--- src/rtl/mem_arb_pkg.sv ---
// Shared types and constants for the DataMemory port arbiter.
// Imported by the top module and by the round-robin picker.
package mem_arb_pkg;

  localparam int NPORTS         = 2;
  localparam int MEM_ARB_ADDR_W = 10;
  localparam int MEM_ARB_DATA_W = 32;
  localparam int TMO_W          = 8;

  typedef enum logic [1:0] {
    ARB_IDLE,
    ARB_ACCESS,
    ARB_RELEASE
  } arb_state_t;

  typedef enum logic {
    OP_RD,
    OP_WR
  } arb_op_t;

  function automatic logic [NPORTS-1:0] port_onehot(input logic idx);
    return idx ? 2'b10 : 2'b01;
  endfunction

endpackage

--- src/rtl/mem_arb_rr_pick.sv ---
// Two-way round-robin picker: grants the sole requester, or on a tie the port
// that did not own the memory last. Purely combinational.
module mem_arb_rr_pick
  import mem_arb_pkg::*;
(
  input  logic [NPORTS-1:0] req,
  input  logic              last_owner,
  output logic [NPORTS-1:0] grant
);

  always_comb begin
    grant = '0;
    unique case (req)
      2'b01:   grant = 2'b01;
      2'b10:   grant = 2'b10;
      2'b11:   grant = last_owner ? 2'b01 : 2'b10;
      default: grant = '0;
    endcase
  end

endmodule

--- src/rtl/mem_port_arbiter.sv ---
// Shares the single DataMemory port between instruction-fetch refill (port 0)
// and the data cache controller (port 1), one transaction at a time.
module mem_port_arbiter
  import mem_arb_pkg::*;
#(
  parameter int ADDR_W  = MEM_ARB_ADDR_W,
  parameter int DATA_W  = MEM_ARB_DATA_W,
  parameter int TMO_CYC = 255
) (
  input  logic              clock,
  input  logic              reset,
  input  logic [1:0]        req_rd,
  input  logic [1:0]        req_wr,
  input  logic [ADDR_W-1:0] req_addr0,
  input  logic [ADDR_W-1:0] req_addr1,
  input  logic [DATA_W-1:0] req_wdata0,
  input  logic [DATA_W-1:0] req_wdata1,
  output logic [1:0]        gnt,
  output logic [1:0]        done,
  output logic [1:0]        err,
  output logic [DATA_W-1:0] rdata,
  output logic              mem_read_en,
  output logic              mem_write_en,
  output logic [ADDR_W-1:0] mem_addr,
  output logic [DATA_W-1:0] mem_wdata,
  input  logic              mem_ready,
  input  logic [DATA_W-1:0] mem_rdata
);

  // Last ACCESS cycle index: abort fires on the TMO_CYC-th cycle without ready.
  localparam logic [TMO_W-1:0] TMO_LAST = TMO_W'(TMO_CYC - 1);

  arb_state_t        state;
  arb_op_t           op;
  logic              owner;
  logic              last_owner;
  logic [TMO_W-1:0]  tmo_cnt;

  logic [NPORTS-1:0] req_any;
  logic [NPORTS-1:0] pick_gnt;
  logic              sel_port;
  logic              sel_wr;
  logic [ADDR_W-1:0] sel_addr;
  logic [DATA_W-1:0] sel_wdata;

  assign req_any = req_rd | req_wr;

  mem_arb_rr_pick u_pick (
    .req        (req_any),
    .last_owner (last_owner),
    .grant      (pick_gnt)
  );

  // Write wins when a port raises both read and write (write-through ordering).
  always_comb begin
    sel_port  = pick_gnt[1];
    sel_wr    = 1'b0;
    sel_addr  = req_addr0;
    sel_wdata = req_wdata0;
    if (sel_port) begin
      sel_wr    = req_wr[1];
      sel_addr  = req_addr1;
      sel_wdata = req_wdata1;
    end else begin
      sel_wr    = req_wr[0];
    end
  end

  always_ff @(posedge clock) begin
    if (reset) begin
      state        <= ARB_IDLE;
      op           <= OP_RD;
      owner        <= 1'b0;
      last_owner   <= 1'b1;
      tmo_cnt      <= '0;
      gnt          <= '0;
      done         <= '0;
      err          <= '0;
      rdata        <= '0;
      mem_read_en  <= 1'b0;
      mem_write_en <= 1'b0;
      mem_addr     <= '0;
      mem_wdata    <= '0;
    end else begin
      done <= '0;
      err  <= '0;
      unique case (state)
        ARB_IDLE: begin
          if (|pick_gnt) begin
            gnt          <= pick_gnt;
            owner        <= sel_port;
            op           <= sel_wr ? OP_WR : OP_RD;
            mem_addr     <= sel_addr;
            mem_wdata    <= sel_wdata;
            mem_write_en <= sel_wr;
            mem_read_en  <= ~sel_wr;
            tmo_cnt      <= '0;
            state        <= ARB_ACCESS;
          end
        end

        ARB_ACCESS: begin
          if (mem_ready) begin
            if (op == OP_RD) rdata <= mem_rdata;
            done         <= port_onehot(owner);
            mem_read_en  <= 1'b0;
            mem_write_en <= 1'b0;
            last_owner   <= owner;
            state        <= ARB_RELEASE;
          end else if (tmo_cnt == TMO_LAST) begin
            // Aborted owner still counts as served so the other port is not starved.
            err          <= port_onehot(owner);
            mem_read_en  <= 1'b0;
            mem_write_en <= 1'b0;
            last_owner   <= owner;
            state        <= ARB_RELEASE;
          end else begin
            tmo_cnt <= tmo_cnt + 1'b1;
          end
        end

        ARB_RELEASE: begin
          gnt   <= '0;
          state <= ARB_IDLE;
        end

        default: begin
          gnt          <= '0;
          mem_read_en  <= 1'b0;
          mem_write_en <= 1'b0;
          state        <= ARB_IDLE;
        end
      endcase
    end
  end

endmodule
--- config.mk ---
export PLATFORM = sky130hd
export DESIGN_NAME = mem_port_arbiter
export DESIGN_NICKNAME = d
export VERILOG_FILES = /design/src/rtl/mem_arb_pkg.sv /design/src/rtl/mem_arb_rr_pick.sv /design/src/rtl/mem_port_arbiter.sv
export SDC_FILE = /design/constraint.sdc
export NUM_CORES = 1
export LEC_CHECK = 0
export ABC_AREA = 1
export ABC_CLOCK_PERIOD_IN_PS = 1700
export CORE_MARGIN = 10
export CORE_UTILIZATION = 39
export CTS_CLUSTER_DIAMETER = 150
export DETAILED_ROUTE_END_ITERATION = 7
export PLACE_DENSITY = 0.8
export SLEW_MARGIN = 20
export SYNTH_ARGS = -nofsm -noshare
export SYNTH_HDL_FRONTEND = slang
export SYNTH_SLANG_ARGS = --single-unit
--- constraint.sdc ---
create_clock -name clock -period 1.7 [get_ports clock]
set_input_delay 0.51 -clock clock [delete_from_list [all_inputs] [get_ports clock]]
set_output_delay 0.51 -clock clock [all_outputs]
set_load 0.05 [all_outputs]
==> results of run 1 <==
cells in the final DEF (no fill, tap or decap), types with 3 or more instances in the layout:
cell type | Yosys | layout
a21oi_1 | 10 | 10
buf_12 | 0 | 89
buf_4 | 7 | 15
clkbuf_1 | 4 | 3
clkbuf_16 | 0 | 3
clkbuf_8 | 0 | 10
clkdlybuf4s50_1 | 0 | 122
dfxtp_1 | 95 | 95
inv_1 | 16 | 16
inv_2 | 4 | 4
nand2_1 | 76 | 76
nand2_2 | 8 | 7
nand2_4 | 4 | 5
nand3_1 | 14 | 14
nor2_1 | 129 | 127
nor2_4 | 5 | 5
o21ai_0 | 66 | 66
o21ai_1 | 53 | 53
xor2_1 | 3 | 3
per-stage QoR:
step,setup WS [ps],instances
6_report,46.64,872
5_1_grt,-4.232,872
4_1_cts,109.4,868
3_5_place_dp,-262.5,852
3_3_place_gp,-178.8,852
2_1_floorplan,324.3,521
sequential cells by signal (all words and copies together), names as in the netlist:
name and flops:
gnt 2, mem_addr 10, mem_write_en 1, last_owner 1
mem_wdata 32, rdata 32, tmo_cnt 8, err 2
owner 1, state 2, op 1, done 2
mem_read_en 1
routing by layer:
metal / wire (µm) / up-vias / global-route usage (%)
met4: 559 / 0 / 9.729
li1: - / 2106 / -
met2: 7964 / 159 / 36.11
met5: 0 / - / 0
met3: 956 / 37 / 3.469
met1: 5533 / 2014 / 21.31
final timing paths:
| path | startpoint | end | slack [ps] | cells past startpoint |
|---|---|---|---|---|
| hold / removal | owner$_SDFFE_PP0P_ | err[0]$_SDFF_PP0_ | 460 | 1 |
| setup reg to reg | tmo_cnt[0]$_SDFFE_PP0P_ | tmo_cnt[0]$_SDFFE_PP0P_ | 170 | 9 |
| hold reg to reg | owner$_SDFFE_PP0P_ | err[0]$_SDFF_PP0_ | 460 | 1 |
| setup / recovery | req_wr[0] | mem_addr[9]$_SDFFE_PP0P_ | 50 | 9 |
area by class of cell:
class                           instances  area share, %
Clock buffer                           13          2.043
Clock inverter                          3         0.5837
Inverter                               22          1.202
Multi-Input combinational cell        377          24.02
Sequential cell                        95          26.09
Tap cell                              133          2.283
Timing Repair Buffer                  229          43.78
logic make-up after synthesis:
logic type | after synthesis | share of synthesized area, %
xor gates and xnor gates | 3 | 0.6745
adders and majority gates | 2 | 0.6422
AOI/OAI and AO/OA | 131 | 17.15
DFF | 95 | 48.81
and+or+nand+nor | 241 | 26.20
buffers and inverters | 49 | 6.519
power by group:
group	internal, mW	switching (mW)	total (mW)
Combinational	1.35	1.41	2.77
Sequential	2.46	0.253	2.72
Clock	0.722	0.766	1.49
repair_timing:
action / CTS / global route
setup buffers: 0 / 1
setup endpoints to repair: 0 / 9
gates resized for setup: 0 / 3
==> results.toml, run 1 <==
[synth]
synthCells = 521
netlist_top_cells_count = "nor2_1 (129), dfxtp_1 (95), nand2_1 (76), o21ai_0 (66), o21ai_1 (53)"
synth_top_cell_area_share_pct = 48.81
syn_avg_cell_area_um2 = 7.478
ys_ff_latch = 95
synth.cell_area_um2 = 3896
yosys_most_used_dff = "dfxtp_1"
synth_area_leaders = "dfxtp_1 (49%), nor2_1 (12%), o21ai_0 (8.5%)"
yosysMostFrequentCell = "nor2_1"
synth.distinct_cells = 26
yosysSeqAreaShare_pct = 48.81
yosys.area.top_type = "dfxtp_1"
synth_warnings = 0
synthArstFlopShare_pct = 0
synth_edf_count = 0
synthesis.nets = 646

[run]
maxCapViolations = 0

[routing]
drc = 0
via_count = 4316
drt-wirelength-per-cell_um = 17.22
initialDrtViolationCount = 316
postRouteWirelength_um = 15010
avgViaCountPerCell = 4.950
ant_nets = 0
dr.pass1.iters = 5

[cts]
insertion_delay_ps = 350
cts_max_level = 3
postCtsHoldBufs = 0
cts.sinks = 95
cts_root_buffer = "clkbuf_8"
clkTransAtPathRegs_ps = 90
cts_buffers = 9
clock_path_buffers = 2
cts_tree = "done"

[die]
row_count = 36
fp.dieH_um = 120.0
io_pins = 205
core_area_um2 = 9774
chipWidth_um = 120.0
start_util_pct = 39.86
die_area_um2 = 14390

[setup_path]
crit_path_start_kind = "input port"
cp_num_buf_inv = 3
crit_type = "input port to flop"
path_cells = "clkdlybuf4s50_1 -> nor2_2 -> nand2_4 -> nand2_4 -> nor2_4 -> buf_12 -> clkbuf_16 -> o21ai_1 -> o21ai_1"
cp_slowest_cell = "clkdlybuf4s50_1"
crit_fanout = 21
crit_arrival_ps = 1930
endpoint_kind = "flop"
crit_family = "buffers and inverters"
critPathRequiredTime_ps = 1980
max_stage_delay_ps = 520

[timing]
fmax_mhz = 604.8
slew_violations = 0
skew_ps = 8.459
setup_violations = 0
tightestPinTransition_ps = 283.2
hold_violations = 0
tns_ps = 0
slew_headroom_pct = 80.92
period_minus_slack_ps = 1653
min_period_over_period_pct = 97.26
whs_ps = 457.6

[global_route]
grt_overflow = 0
grt_pass1_vias = 4268
grt_max_degree = 44
grt.total_usage_pct = 19.69
grt_pass1_wl_um = 22940
antenna_found_initial = 0

[finish]
final_cell_area_um2 = 7288
n_antenna_cell = 0
post-route-util_pct = 74.56
nNetsFinal = 859
multi_input_area_um2 = 1750
nFillCells = 677
syn2layout_area_growth_pct = 87.06
regArea_um2 = 1902
layout-drive-gt1-share_pct = 19.76

[pwr]
finalPower_mw = 6.970
ir_drop_mv = 0.5118
p_leak_nw = 2.883
p_per_area_nw_per_um2 = 956.4

[worst_hold_path]
hp-class = "flop to flop"

[place]
io_buffers = 204
dp.final_hpwl_um = 11620
dpl_cell_area_um2 = 6992
gp_congestion = 0.8199

[status]
status = "finished, final reports clean"
Note: power is estimated with default switching activity, not from simulation.
==> run 2: changes to the inputs <==
--- a/config.mk
+++ b/config.mk
@@ -12,6 +12,7 @@
 export CTS_CLUSTER_DIAMETER = 150
 export DETAILED_ROUTE_END_ITERATION = 7
 export PLACE_DENSITY = 0.8
+export SETUP_SLACK_MARGIN = 0.1
 export SLEW_MARGIN = 20
 export SYNTH_ARGS = -nofsm -noshare
 export SYNTH_HDL_FRONTEND = slang
==> run 2 against run 1 <==
- non-clock buffer count increased by 2
- final area increased by 0.91%
- worst hold slack got worse by 5.9 ps
- via count about the same
- wire length increased by 1.5%
- sequential share of layout area decreased by 0.22 points
- worst setup slack improved by 130 ps
- fmax increased by 8.4%
- critical path depth decreased by 2
- sequential power about the same
- clock skew increased by 1.4 ps
- largest cell class unchanged
==> results.toml, run 2 (synthesis results as in run 1) <==
[finish]
layout-drive-gt1-share_pct = 20.38
nFillCells = 662
fin_cells = 874
nNetsFinal = 861
final_cell_mix = "nor2_1 (126), clkdlybuf4s50_1 (118), dfxtp_1 (94), buf_12 (89), nand2_1 (75)"
final_common_cell = "nor2_1"
syn2layout_area_growth_pct = 88.76
reg_top3 = "mem_wdata: 32 flops, rdata: 32 flops, mem_addr: 10 flops"
n_antenna_cell = 0

[die]
fp.dieH_um = 120.0
chipWidth_um = 120.0
row_count = 36
io_pins = 205
die_area_um2 = 14390
core_area_um2 = 9774
start_util_pct = 39.86

[timing]
slew_violations = 0
fmax_mhz = 655.6
period_minus_slack_ps = 1525
tightestPinTransition_ps = 280.2
slew_headroom_pct = 81.32
skew_ps = 9.851
tns_ps = 0
rsz0062_at_grt = "true"
layout_setup_ws_ps = 174.6
setup_violations = 0
whs_ps = 451.8
min_period_over_period_pct = 89.73
hold_violations = 0

[setup_path]
r2r_end = "tmo_cnt[0]$_SDFFE_PP0P_"
path_cells = "clkdlybuf4s50_1 -> buf_4 -> nor2_4 -> buf_12 -> clkbuf_16 -> o21ai_1 -> o21ai_1"
r2r_slack_ps = 190
crit_path_start_kind = "input port"
cp_common_cell = "o21ai_1"
reg2reg_from = "tmo_cnt[0]$_SDFFE_PP0P_"
cp_slowest_cell = "clkdlybuf4s50_1"
crit_arrival_ps = 1800
rr_worst_depth = 9
critPathRequiredTime_ps = 1980
crit_type = "input port to flop"
crit_fanout = 21
endpoint_kind = "flop"
max_stage_delay_ps = 480

[pwr]
p_leak_nw = 2.939
p_per_area_nw_per_um2 = 953.5
ir_drop_mv = 0.5118

[global_route]
antenna_found_initial = 0
grt_overflow = 0
grt_pass1_vias = 4268
grt_pass1_wl_um = 22940
grt.total_usage_pct = 19.69
grt_max_degree = 44

[routing]
via_count = 4320
drt-wirelength-per-cell_um = 17.44
wl_met1_um = 5643
dr_wl_met3_um = 902
ant_nets = 0
drc = 0
dr.max_layer_used = "met4"
dr.pass1.iters = 4
postRouteWirelength_um = 15240
avgViaCountPerCell = 4.943
initialDrtViolationCount = 321
wl_met2_um = 8114

[status]
status = "finished, final reports clean"

[cts]
insertion_delay_ps = 350
cts_max_level = 3
cts_tree = "done"
clock_path_buffers = 2
clkTransAtPathRegs_ps = 90
cts_root_buffer = "clkbuf_8"
postCtsHoldBufs = 0
cts_buffers = 9
cts.sinks = 95

[place]
dp.final_hpwl_um = 11620
place_ws_ps = -262.5
gp_congestion = 0.8199
dp.cells = 852
io_buffers = 204

[worst_hold_path]
hp-start = "owner$_SDFFE_PP0P_"
hp-class = "flop to flop"
whs_path_depth = 1
whs_endpoint = "err[0]$_SDFF_PP0_"

[run]
maxCapViolations = 0
run 2: cell count changes in the layout (fill, tap and decap cells not counted), moves of 4 or more:
cell | before | now
o21ai_0 | 66 | 61
o21ai_1 | 53 | 58
clkdlybuf4s50_1 | 122 | 118
dlymetal6s2s_1 | 0 | 4
run 2: area by class of cell:
type	instances	area, µm²	share of cell area [%]
repair buffers	231	3237	44.01
inverters	22	87.58	1.191
well taps	133	166.4	2.263
clock buffers	13	148.9	2.025
multi-input cells	377	1769	24.06
clock inverters	3	42.54	0.5784
flip-flops and latches	95	1903	25.88
run 2: report_power, final:
| part | internal, mW | leakage [nW] | switching (mW) |
|---|---|---|---|
| clock | 0.722 | 0.0936 | 0.772 |
| sequential | 2.46 | 0.781 | 0.253 |
| combinational | 1.37 | 2.06 | 1.43 |
| total | 4.56 | 2.94 | 2.45 |
run 2: how the worst max path moves through the flow:
stage | slack, ps | cells after the start | to | startpoint
after global placement | -180 | 9 | op$_SDFFE_PP0P_ | req_wr[0]
after global routing | 50 | 9 | tmo_cnt[0]$_SDFFE_PP0P_ | tmo_cnt[0]$_SDFFE_PP0P_
after floorplan | 320 | 7 | mem_addr[0]$_SDFFE_PP0P_ | reset
after CTS | 110 | 9 | tmo_cnt[5]$_SDFFE_PP0P_ | tmo_cnt[0]$_SDFFE_PP0P_
after detailed placement | -260 | 8 | mem_wdata[17]$_SDFFE_PP0P_ | req_wr[1]
final | 170 | 7 | mem_addr[9]$_SDFFE_PP0P_ | reset
run 2: per-layer routing:
layer  GRT usage [%]  up-vias
li1                -     2107
met1           21.31     2022
met2           36.11      153
met3           3.469       38
met4           9.729        0
met5               0        -
run 2: timing repair:
item	CTS	global route
endpoints found under the setup margin	0	71
endpoints found under the hold margin	0	0
buffers inserted	0	2
resized for setup	0	18
run 2: through the flow:
stage | instance area (µm²) | utilization, % | power [mW]
after global placement | 6992 | 71.53 | 5.411
after detailed placement | 6992 | 71.53 | 5.476
final | 7355 | 75.24 | 7.013
after CTS | 7183 | 73.49 | 6.946
after global routing | 7355 | 75.24 | 7.289
after floorplan | 3896 | - | 3.949
run 2: worst max-delay path: cells and delay by family:
kind                   cells  cell delay (ps)
AOI/OAI and AO/OA          2              210
and+or+nand+nor            1              100
buffers and inverters      4              980
